`src/rtl/hid_mouse_pkg.sv`:
```
`default_nettype none
// ============================================================================
//  Module   : hid_mouse_pkg
//  Purpose  : Shared types, constants and helpers for the HID boot-protocol
//             mouse report packer.
//  Contents : report_state_t  - report serialiser FSM states
//             BOOT_REPORT_LEN - bytes in a boot-protocol mouse report
//             HID_DELTA_MAX/MIN - legal per-report delta range (+/-127)
//             clamp_delta()   - clamp a signed value into a report byte
//  Revision : 1.0 - initial release
// ============================================================================
package hid_mouse_pkg;

    typedef enum logic [2:0] {
        IDLE     = 3'd0,
        SEND_BTN = 3'd1,
        SEND_X   = 3'd2,
        SEND_Y   = 3'd3,
        SEND_W   = 3'd4
    } report_state_t;

    localparam int BOOT_REPORT_LEN = 3;
    localparam int HID_DELTA_MAX   = 127;
    localparam int HID_DELTA_MIN   = -127;

    // -128 is deliberately excluded: the lower bound is symmetric with +127.
    function automatic logic [7:0] clamp_delta(input logic signed [31:0] value);
        logic [7:0] result;
        if (value > HID_DELTA_MAX) begin
            result = 8'(HID_DELTA_MAX);
        end else if (value < HID_DELTA_MIN) begin
            result = 8'(HID_DELTA_MIN);
        end else begin
            result = value[7:0];
        end
        return result;
    endfunction

endpackage : hid_mouse_pkg
`default_nettype wire

```
`src/rtl/sat_axis_accum.sv`:
```
`default_nettype none
// ============================================================================
//  Module   : sat_axis_accum
//  Purpose  : One motion axis accumulator. Adds incoming 8-bit signed deltas,
//             subtracts the amount handed to the current report, and clamps
//             the running total to +/-ACC_LIMIT.
//  Ports    : clk, rst_n     - clock, synchronous active-low reset
//             i_clear        - synchronous flush of the accumulator
//             i_add_en       - add i_delta this cycle
//             i_delta        - signed delta (two's complement)
//             i_take_en      - the current snapshot is consumed this cycle
//             o_snap         - accumulator clamped to +/-127 (report byte)
//             o_nonzero      - accumulator holds unsent motion
//             o_sat          - the update this cycle was clamped
//  Revision : 1.0 - initial release
// ============================================================================
module sat_axis_accum
    import hid_mouse_pkg::*;
#(
    parameter int ACC_W     = 12,
    parameter int ACC_LIMIT = 1023
) (
    input  logic       clk,
    input  logic       rst_n,
    input  logic       i_clear,
    input  logic       i_add_en,
    input  logic [7:0] i_delta,
    input  logic       i_take_en,
    output logic [7:0] o_snap,
    output logic       o_nonzero,
    output logic       o_sat
);

    // Two guard bits so acc + delta - taken can never wrap before the clamp.
    localparam int c_sum_w = ACC_W + 2;
    localparam logic signed [c_sum_w-1:0] c_lim_pos = c_sum_w'(ACC_LIMIT);
    localparam logic signed [c_sum_w-1:0] c_lim_neg = -c_lim_pos;

    logic signed [ACC_W-1:0]   acc_q;
    logic signed [ACC_W-1:0]   acc_d;
    logic signed [c_sum_w-1:0] w_add_term;
    logic signed [c_sum_w-1:0] w_take_term;
    logic signed [c_sum_w-1:0] w_sum;

    assign o_snap    = clamp_delta(32'(acc_q));
    assign o_nonzero = (acc_q != '0);

    always_comb begin
        w_add_term  = i_add_en  ? c_sum_w'(signed'(i_delta)) : '0;
        w_take_term = i_take_en ? c_sum_w'(signed'(o_snap))  : '0;
        w_sum       = c_sum_w'(acc_q) + w_add_term - w_take_term;
        acc_d       = acc_q;
        o_sat       = 1'b0;
        if (i_clear) begin
            acc_d = '0;
        end else if (w_sum > c_lim_pos) begin
            acc_d = ACC_W'(c_lim_pos);
            o_sat = 1'b1;
        end else if (w_sum < c_lim_neg) begin
            acc_d = ACC_W'(c_lim_neg);
            o_sat = 1'b1;
        end else begin
            acc_d = w_sum[ACC_W-1:0];
        end
    end

    always_ff @(posedge clk) begin
        if (!rst_n) begin
            acc_q <= '0;
        end else begin
            acc_q <= acc_d;
        end
    end

endmodule : sat_axis_accum
`default_nettype wire

```
`src/rtl/hid_report_packer.sv`:
```
`default_nettype none
// ============================================================================
//  Module   : hid_report_packer
//  Purpose  : Accumulates per-report mouse deltas and button state and
//             serialises them as USB HID boot-protocol mouse reports onto a
//             byte-wide valid/ready stream. Motion not yet sent survives
//             endpoint back-pressure; only explicit saturation loses it.
//  Ports    : clk, rst_n     - 48 MHz clock, synchronous active-low reset
//             configured     - device configured; low flushes and idles
//             mouse_x/y      - signed deltas, buttons {mid,right,left}
//             report_req     - strobe: deltas/buttons valid this cycle
//             tx_data/valid/last, tx_ready - report byte stream
//             pkt_count      - completed reports (wrapping)
//             acc_sat        - sticky accumulator clamp indicator
//  Revision : 1.0 - initial release
// ============================================================================
module hid_report_packer
    import hid_mouse_pkg::*;
#(
    parameter int REPORT_LEN = 3,
    parameter int ACC_LIMIT  = 1023,
    parameter int ACC_W      = 12,
    parameter int SEND_IDLE  = 0
) (
    input  logic        clk,
    input  logic        rst_n,
    input  logic        configured,
    input  logic [7:0]  mouse_x,
    input  logic [7:0]  mouse_y,
    input  logic [2:0]  buttons,
    input  logic        report_req,
    output logic [7:0]  tx_data,
    output logic        tx_valid,
    output logic        tx_last,
    input  logic        tx_ready,
    output logic [15:0] pkt_count,
    output logic        acc_sat
);

    localparam bit c_has_wheel = (REPORT_LEN != BOOT_REPORT_LEN);

    report_state_t state_q, state_d;
    logic [7:0]  tx_data_q,   tx_data_d;
    logic        tx_valid_q,  tx_valid_d;
    logic        tx_last_q,   tx_last_d;
    logic [15:0] pkt_count_q, pkt_count_d;
    logic        acc_sat_q,   acc_sat_d;
    logic [2:0]  pend_btn_q,  pend_btn_d;
    logic [2:0]  sent_btn_q,  sent_btn_d;
    logic        force_q,     force_d;
    logic [7:0]  out_x_q,     out_x_d;
    logic [7:0]  out_y_q,     out_y_d;

    logic       w_add_en;
    logic       w_take;
    logic       w_pending;
    logic       w_accept;
    logic [7:0] w_snap_x;
    logic [7:0] w_snap_y;
    logic       w_nz_x;
    logic       w_nz_y;
    logic       w_sat_x;
    logic       w_sat_y;

    assign w_add_en  = report_req && configured;
    assign w_accept  = tx_valid_q && tx_ready;
    assign w_pending = w_nz_x || w_nz_y || (pend_btn_q != sent_btn_q) || force_q;
    // Snapshot happens on the IDLE cycle that launches a report.
    assign w_take    = configured && (state_q == IDLE) && w_pending;

    sat_axis_accum #(
        .ACC_W     (ACC_W),
        .ACC_LIMIT (ACC_LIMIT)
    ) u_acc_x (
        .clk       (clk),
        .rst_n     (rst_n),
        .i_clear   (!configured),
        .i_add_en  (w_add_en),
        .i_delta   (mouse_x),
        .i_take_en (w_take),
        .o_snap    (w_snap_x),
        .o_nonzero (w_nz_x),
        .o_sat     (w_sat_x)
    );

    sat_axis_accum #(
        .ACC_W     (ACC_W),
        .ACC_LIMIT (ACC_LIMIT)
    ) u_acc_y (
        .clk       (clk),
        .rst_n     (rst_n),
        .i_clear   (!configured),
        .i_add_en  (w_add_en),
        .i_delta   (mouse_y),
        .i_take_en (w_take),
        .o_snap    (w_snap_y),
        .o_nonzero (w_nz_y),
        .o_sat     (w_sat_y)
    );

    always_comb begin
        state_d     = state_q;
        tx_data_d   = tx_data_q;
        tx_valid_d  = tx_valid_q;
        tx_last_d   = tx_last_q;
        pkt_count_d = pkt_count_q;
        acc_sat_d   = acc_sat_q;
        pend_btn_d  = pend_btn_q;
        sent_btn_d  = sent_btn_q;
        force_d     = force_q;
        out_x_d     = out_x_q;
        out_y_d     = out_y_q;

        if (!configured) begin
            // Abandon any partial report; the USB core flushes its FIFO.
            state_d    = IDLE;
            tx_valid_d = 1'b0;
            tx_last_d  = 1'b0;
            pend_btn_d = '0;
            sent_btn_d = '0;
            force_d    = 1'b0;
            acc_sat_d  = 1'b0;
        end else begin
            unique case (state_q)
                IDLE: begin
                    if (w_pending) begin
                        out_x_d    = w_snap_x;
                        out_y_d    = w_snap_y;
                        sent_btn_d = pend_btn_q;
                        force_d    = 1'b0;
                        state_d    = SEND_BTN;
                        tx_valid_d = 1'b1;
                        tx_data_d  = {5'b0, pend_btn_q};
                        tx_last_d  = 1'b0;
                    end
                end
                SEND_BTN: begin
                    if (w_accept) begin
                        state_d   = SEND_X;
                        tx_data_d = out_x_q;
                    end
                end
                SEND_X: begin
                    if (w_accept) begin
                        state_d   = SEND_Y;
                        tx_data_d = out_y_q;
                        tx_last_d = !c_has_wheel;
                    end
                end
                SEND_Y: begin
                    if (w_accept) begin
                        if (c_has_wheel) begin
                            state_d   = SEND_W;
                            tx_data_d = 8'h00;
                            tx_last_d = 1'b1;
                        end else begin
                            state_d     = IDLE;
                            tx_valid_d  = 1'b0;
                            tx_last_d   = 1'b0;
                            pkt_count_d = pkt_count_q + 16'd1;
                        end
                    end
                end
                SEND_W: begin
                    if (w_accept) begin
                        state_d     = IDLE;
                        tx_valid_d  = 1'b0;
                        tx_last_d   = 1'b0;
                        pkt_count_d = pkt_count_q + 16'd1;
                    end
                end
                default: begin
                    state_d    = IDLE;
                    tx_valid_d = 1'b0;
                    tx_last_d  = 1'b0;
                end
            endcase

            // Applied after the snapshot so a request landing on the launch
            // cycle still forces a follow-up report.
            if (w_add_en) begin
                pend_btn_d = buttons;
                if (SEND_IDLE != 0) begin
                    force_d = 1'b1;
                end
            end
            acc_sat_d = acc_sat_q || w_sat_x || w_sat_y;
        end
    end

    always_ff @(posedge clk) begin
        if (!rst_n) begin
            state_q     <= IDLE;
            tx_data_q   <= '0;
            tx_valid_q  <= 1'b0;
            tx_last_q   <= 1'b0;
            pkt_count_q <= '0;
            acc_sat_q   <= 1'b0;
            pend_btn_q  <= '0;
            sent_btn_q  <= '0;
            force_q     <= 1'b0;
            out_x_q     <= '0;
            out_y_q     <= '0;
        end else begin
            state_q     <= state_d;
            tx_data_q   <= tx_data_d;
            tx_valid_q  <= tx_valid_d;
            tx_last_q   <= tx_last_d;
            pkt_count_q <= pkt_count_d;
            acc_sat_q   <= acc_sat_d;
            pend_btn_q  <= pend_btn_d;
            sent_btn_q  <= sent_btn_d;
            force_q     <= force_d;
            out_x_q     <= out_x_d;
            out_y_q     <= out_y_d;
        end
    end

    assign tx_data   = tx_data_q;
    assign tx_valid  = tx_valid_q;
    assign tx_last   = tx_last_q;
    assign pkt_count = pkt_count_q;
    assign acc_sat   = acc_sat_q;

endmodule : hid_report_packer
`default_nettype wire
```
`config.mk`:
```
export PLATFORM = sky130hd
export DESIGN_NAME = hid_report_packer
export DESIGN_NICKNAME = d
export VERILOG_FILES = /design/src/rtl/hid_mouse_pkg.sv /design/src/rtl/sat_axis_accum.sv /design/src/rtl/hid_report_packer.sv
export SDC_FILE = /design/constraint.sdc
export NUM_CORES = 1
export LEC_CHECK = 0
export ABC_AREA = 1
export ABC_CLOCK_PERIOD_IN_PS = 5350
export CAP_MARGIN = 20
export CORE_AREA = 4 4 136 138
export DETAILED_ROUTE_END_ITERATION = 7
export DIE_AREA = 0 0 140 142
export GPL_ROUTABILITY_DRIVEN = 0
export GPL_TIMING_DRIVEN = 0
export PLACE_DENSITY = 0.61
export SLEW_MARGIN = 25
export SYNTH_ARGS = -nofsm -noshare
export SYNTH_HDL_FRONTEND = slang
export SYNTH_SLANG_ARGS = --single-unit
```
`constraint.sdc`:
```
create_clock -name clk -period 5.35 [get_ports clk]
set_clock_uncertainty 0.1 [all_clocks]
set_input_delay 1.605 -clock clk [delete_from_list [all_inputs] [get_ports clk]]
set_output_delay 1.605 -clock clk [all_outputs]
set_load 0.01 [all_outputs]
```
==> metrics.cfg, run 1 <==
[worst_setup_path]
cp_data_required_time_ns=5.50
reg2reg_slack_ns=0.85
critical_path.startpoint_type=primary input
crit_arrival_ns=5.11
end_kind=flop
path_class=in -> reg
cp_max_fo=10

[route]
vias=5307
first_pass_iters=5
drtIter0Drc=198
wl_per_cell_um=12.1
drcViolationCount=0
ant_nets=0
routed_wl_um=14100
routed_via_density=4.57

[clock_tree]
cts_tree=yes
clock_sinks=75
tritoncts.num_buffers=9
h-tree-depth=3
cts.path.max_buffers=2
post_cts_buffers=0
cts-root-buf=clkbuf_16
clkSlewWorstSetupHoldPaths_ns=0.06
clock_latency_ns=0.33

[logic_synthesis]
async_flop_share_pct=0
syn_area_um2=5770
yosys_warnings=0
synth_edf_count=0
synthTopCellsByArea=dfxtp_1, nand2_1, inv_1
syn-num-nets=954
ys_seq_area_share_pct=26.0
ys_types=41
yosys.area.top_type_share_pct=26.0
netlist_instances=873
synth_top_cell_by_area=dfxtp_1
ys_top_cells_by_count=nand2_1, inv_1, dfxtp_1, nor2_1, a21oi_1
ys_ff_latch=75
synth.most_common_cell=nand2_1
avgSynthCellArea_um2=6.61
synth_ff_type=dfxtp_1

[global_routing]
grt_max_degree=13
antenna_found_initial=0
grt_overflow_total=0
grt_pass1_vias=5081
grt_pass1_wl_um=24400
grt_use_total_pct=14.7

[floorplanning]
initial_utilization_pct=33.6
core-area_um2=17200
die_x_um=140
ioPinCount=51
rows=48
fp.dieH_um=142
dieArea_um2=19900

[power]
ir_worst_vdd_v=0.000286
power_density_nw_per_um2=605
leakage_nw=3.43

[layout]
drive_gt1_share_pct=6.40
final_core_util_pct=40.1
syn2layout_area_growth_pct=19.5
final_area_um2=6890
diodes=0
fillers=1884
fin_nets=1013

[status]
status=finished, final reports clean

[sta]
tightest_slew_ns=0.553
setup_viol=0
finalSetupTns_ns=0
max_freq_mhz=202
fin_crit_sh_pct=92.6
hold_viol=0
finalWorstSetupSlack_ns=0.393
max_slew_margin_pct=63.1
finalMaxSlewViolations=0
min_period_ns=4.96
rsz0062_at_grt=false

[hold_path]
holdCritPathClass=reg -> reg

[placement]
placed_cell_area_um2=6540
hpwl_um=11700
place_ws_ns=-0.710
io_buffers=49

[job]
maxCapViolCount=0

## layout by cell type, fill, tap and decap left out, types with 2 or more instances in the layout
master           count
a21oi_1             58
a21oi_2              4
a22o_1               8
a31oi_1              3
buf_6                3
bufinv_16            3
clkbuf_1            11
clkbuf_16            9
clkdlybuf4s50_1     48
clkinvlp_4           2
dfxtp_1             75
fa_1                24
ha_1                33
inv_1              169
inv_2                9
nand2_1            237
nand2_2              5
nand2_4              3
nand3_1             53
nand3_2              8
nand3b_1             6
nand4_1             15
nor2_1              73
nor3_1              11
nor3_2               2
o21a_1               2
o21ai_0             31
o21ai_1              5
o21ai_2              2
xnor2_1              2
xor2_1               7
## state kept, by name, indices dropped and copies added, names as in the netlist
name / cells
acc_sat: 1
out_x_q: 8
u_acc_y.acc_q: 12
u_acc_x.acc_q: 12
tx_last: 1
pkt_count: 16
pend_btn_q: 3
state_q: 2
tx_data: 8
tx_valid: 1
out_y_q: 8
sent_btn_q: 3
## metrics by stage
| step | total power, W | hold slack [ns] | instances |
|---|---|---|---|
| after global routing | 0.00467 | 0.372 | 1162 |
| after global placement | 0.00346 | 0.342 | 1147 |
| after CTS | 0.00420 | 0.351 | 1162 |
| after floorplan | 0.00287 | 0.339 | 873 |
| after detailed placement | 0.00348 | 0.342 | 1147 |
| final | 0.00417 | 0.345 | 1162 |
## path summary, 6_finish.rpt
check,from,cells past startpoint,endpoint
max,configured,17,u_acc_x.acc_q[5]
min,tx_last,2,tx_last
max reg2reg,u_acc_y.acc_q[2],26,acc_sat
min reg2reg,tx_last,2,tx_last
## critical path: stages
cell	delay (ns)
dlymetal6s2s_1	0.26
inv_1	0.14
nor2_4	0.25
buf_2	0.26
nand2_1	0.09
inv_1	0.26
fa_1	0.47
inv_1	0.08
ha_1	0.28
nand2_1	0.13
inv_1	0.06
a21oi_2	0.16
nand3_2	0.12
a21oi_2	0.14
xor2_1	0.29
nand3_1	0.32
o21ai_1	0.16
## routing by layer
layer  global-route usage (%)  up-vias  wire, µm
met3                     2.28       12       542
met1                     19.9     2369      6860
met2                     25.2       81      6570
met4                     3.06        0       136
met5                        0        -         0
li1                         -     2845         -
## repair_timing
item | in CTS | in global routing
hold buffers | 0 | 0
resized for setup | 2 | 2
setup endpoints to repair | 25 | 25
## final cells by class
type                       count  area (µm²)  area share, %
buffer                        14        76.3           1.11
clock buffer                  12         246           3.58
clock inverter                 4        97.6           1.42
inverter                     181         684           9.93
multi-input combinational    602        3510           51.0
sequential                    75        1500           21.8
tap                          225         282           4.08
timing repair buffer          49         493           7.15
## cells by family after synthesis
family	Yosys count	share of synthesized area, %
AOI/OAI and AO/OA	115	11.1
buffers and inverters	196	13.2
and+or+nand+nor	420	32.5
xor gates and xnor gates	10	1.65
adders and majority gates	57	15.5
DFF	75	26.0
## where the power goes
part	leakage [nW]	switching [W]	internal, W	total [W]
Clock	0.163	0.000226	0.000469	0.000694
Combinational	2.65	0.00178	0.000953	0.00273
Sequential	0.614	0.0000640	0.000679	0.000743
No activity file was read; power rests on OpenSTA's default activity.
==> run 2, diff against run 1 <==
CAP_MARGIN = 40   (was 20)
==> results of run 2 <==
Final layout, timing and power as in run 1 (identical DEF).
==> run 3, diff against run 2 <==
HOLD_SLACK_MARGIN = 0.12   (was default)
==> results of run 3 <==
Final layout, timing and power as in run 1 (identical DEF).
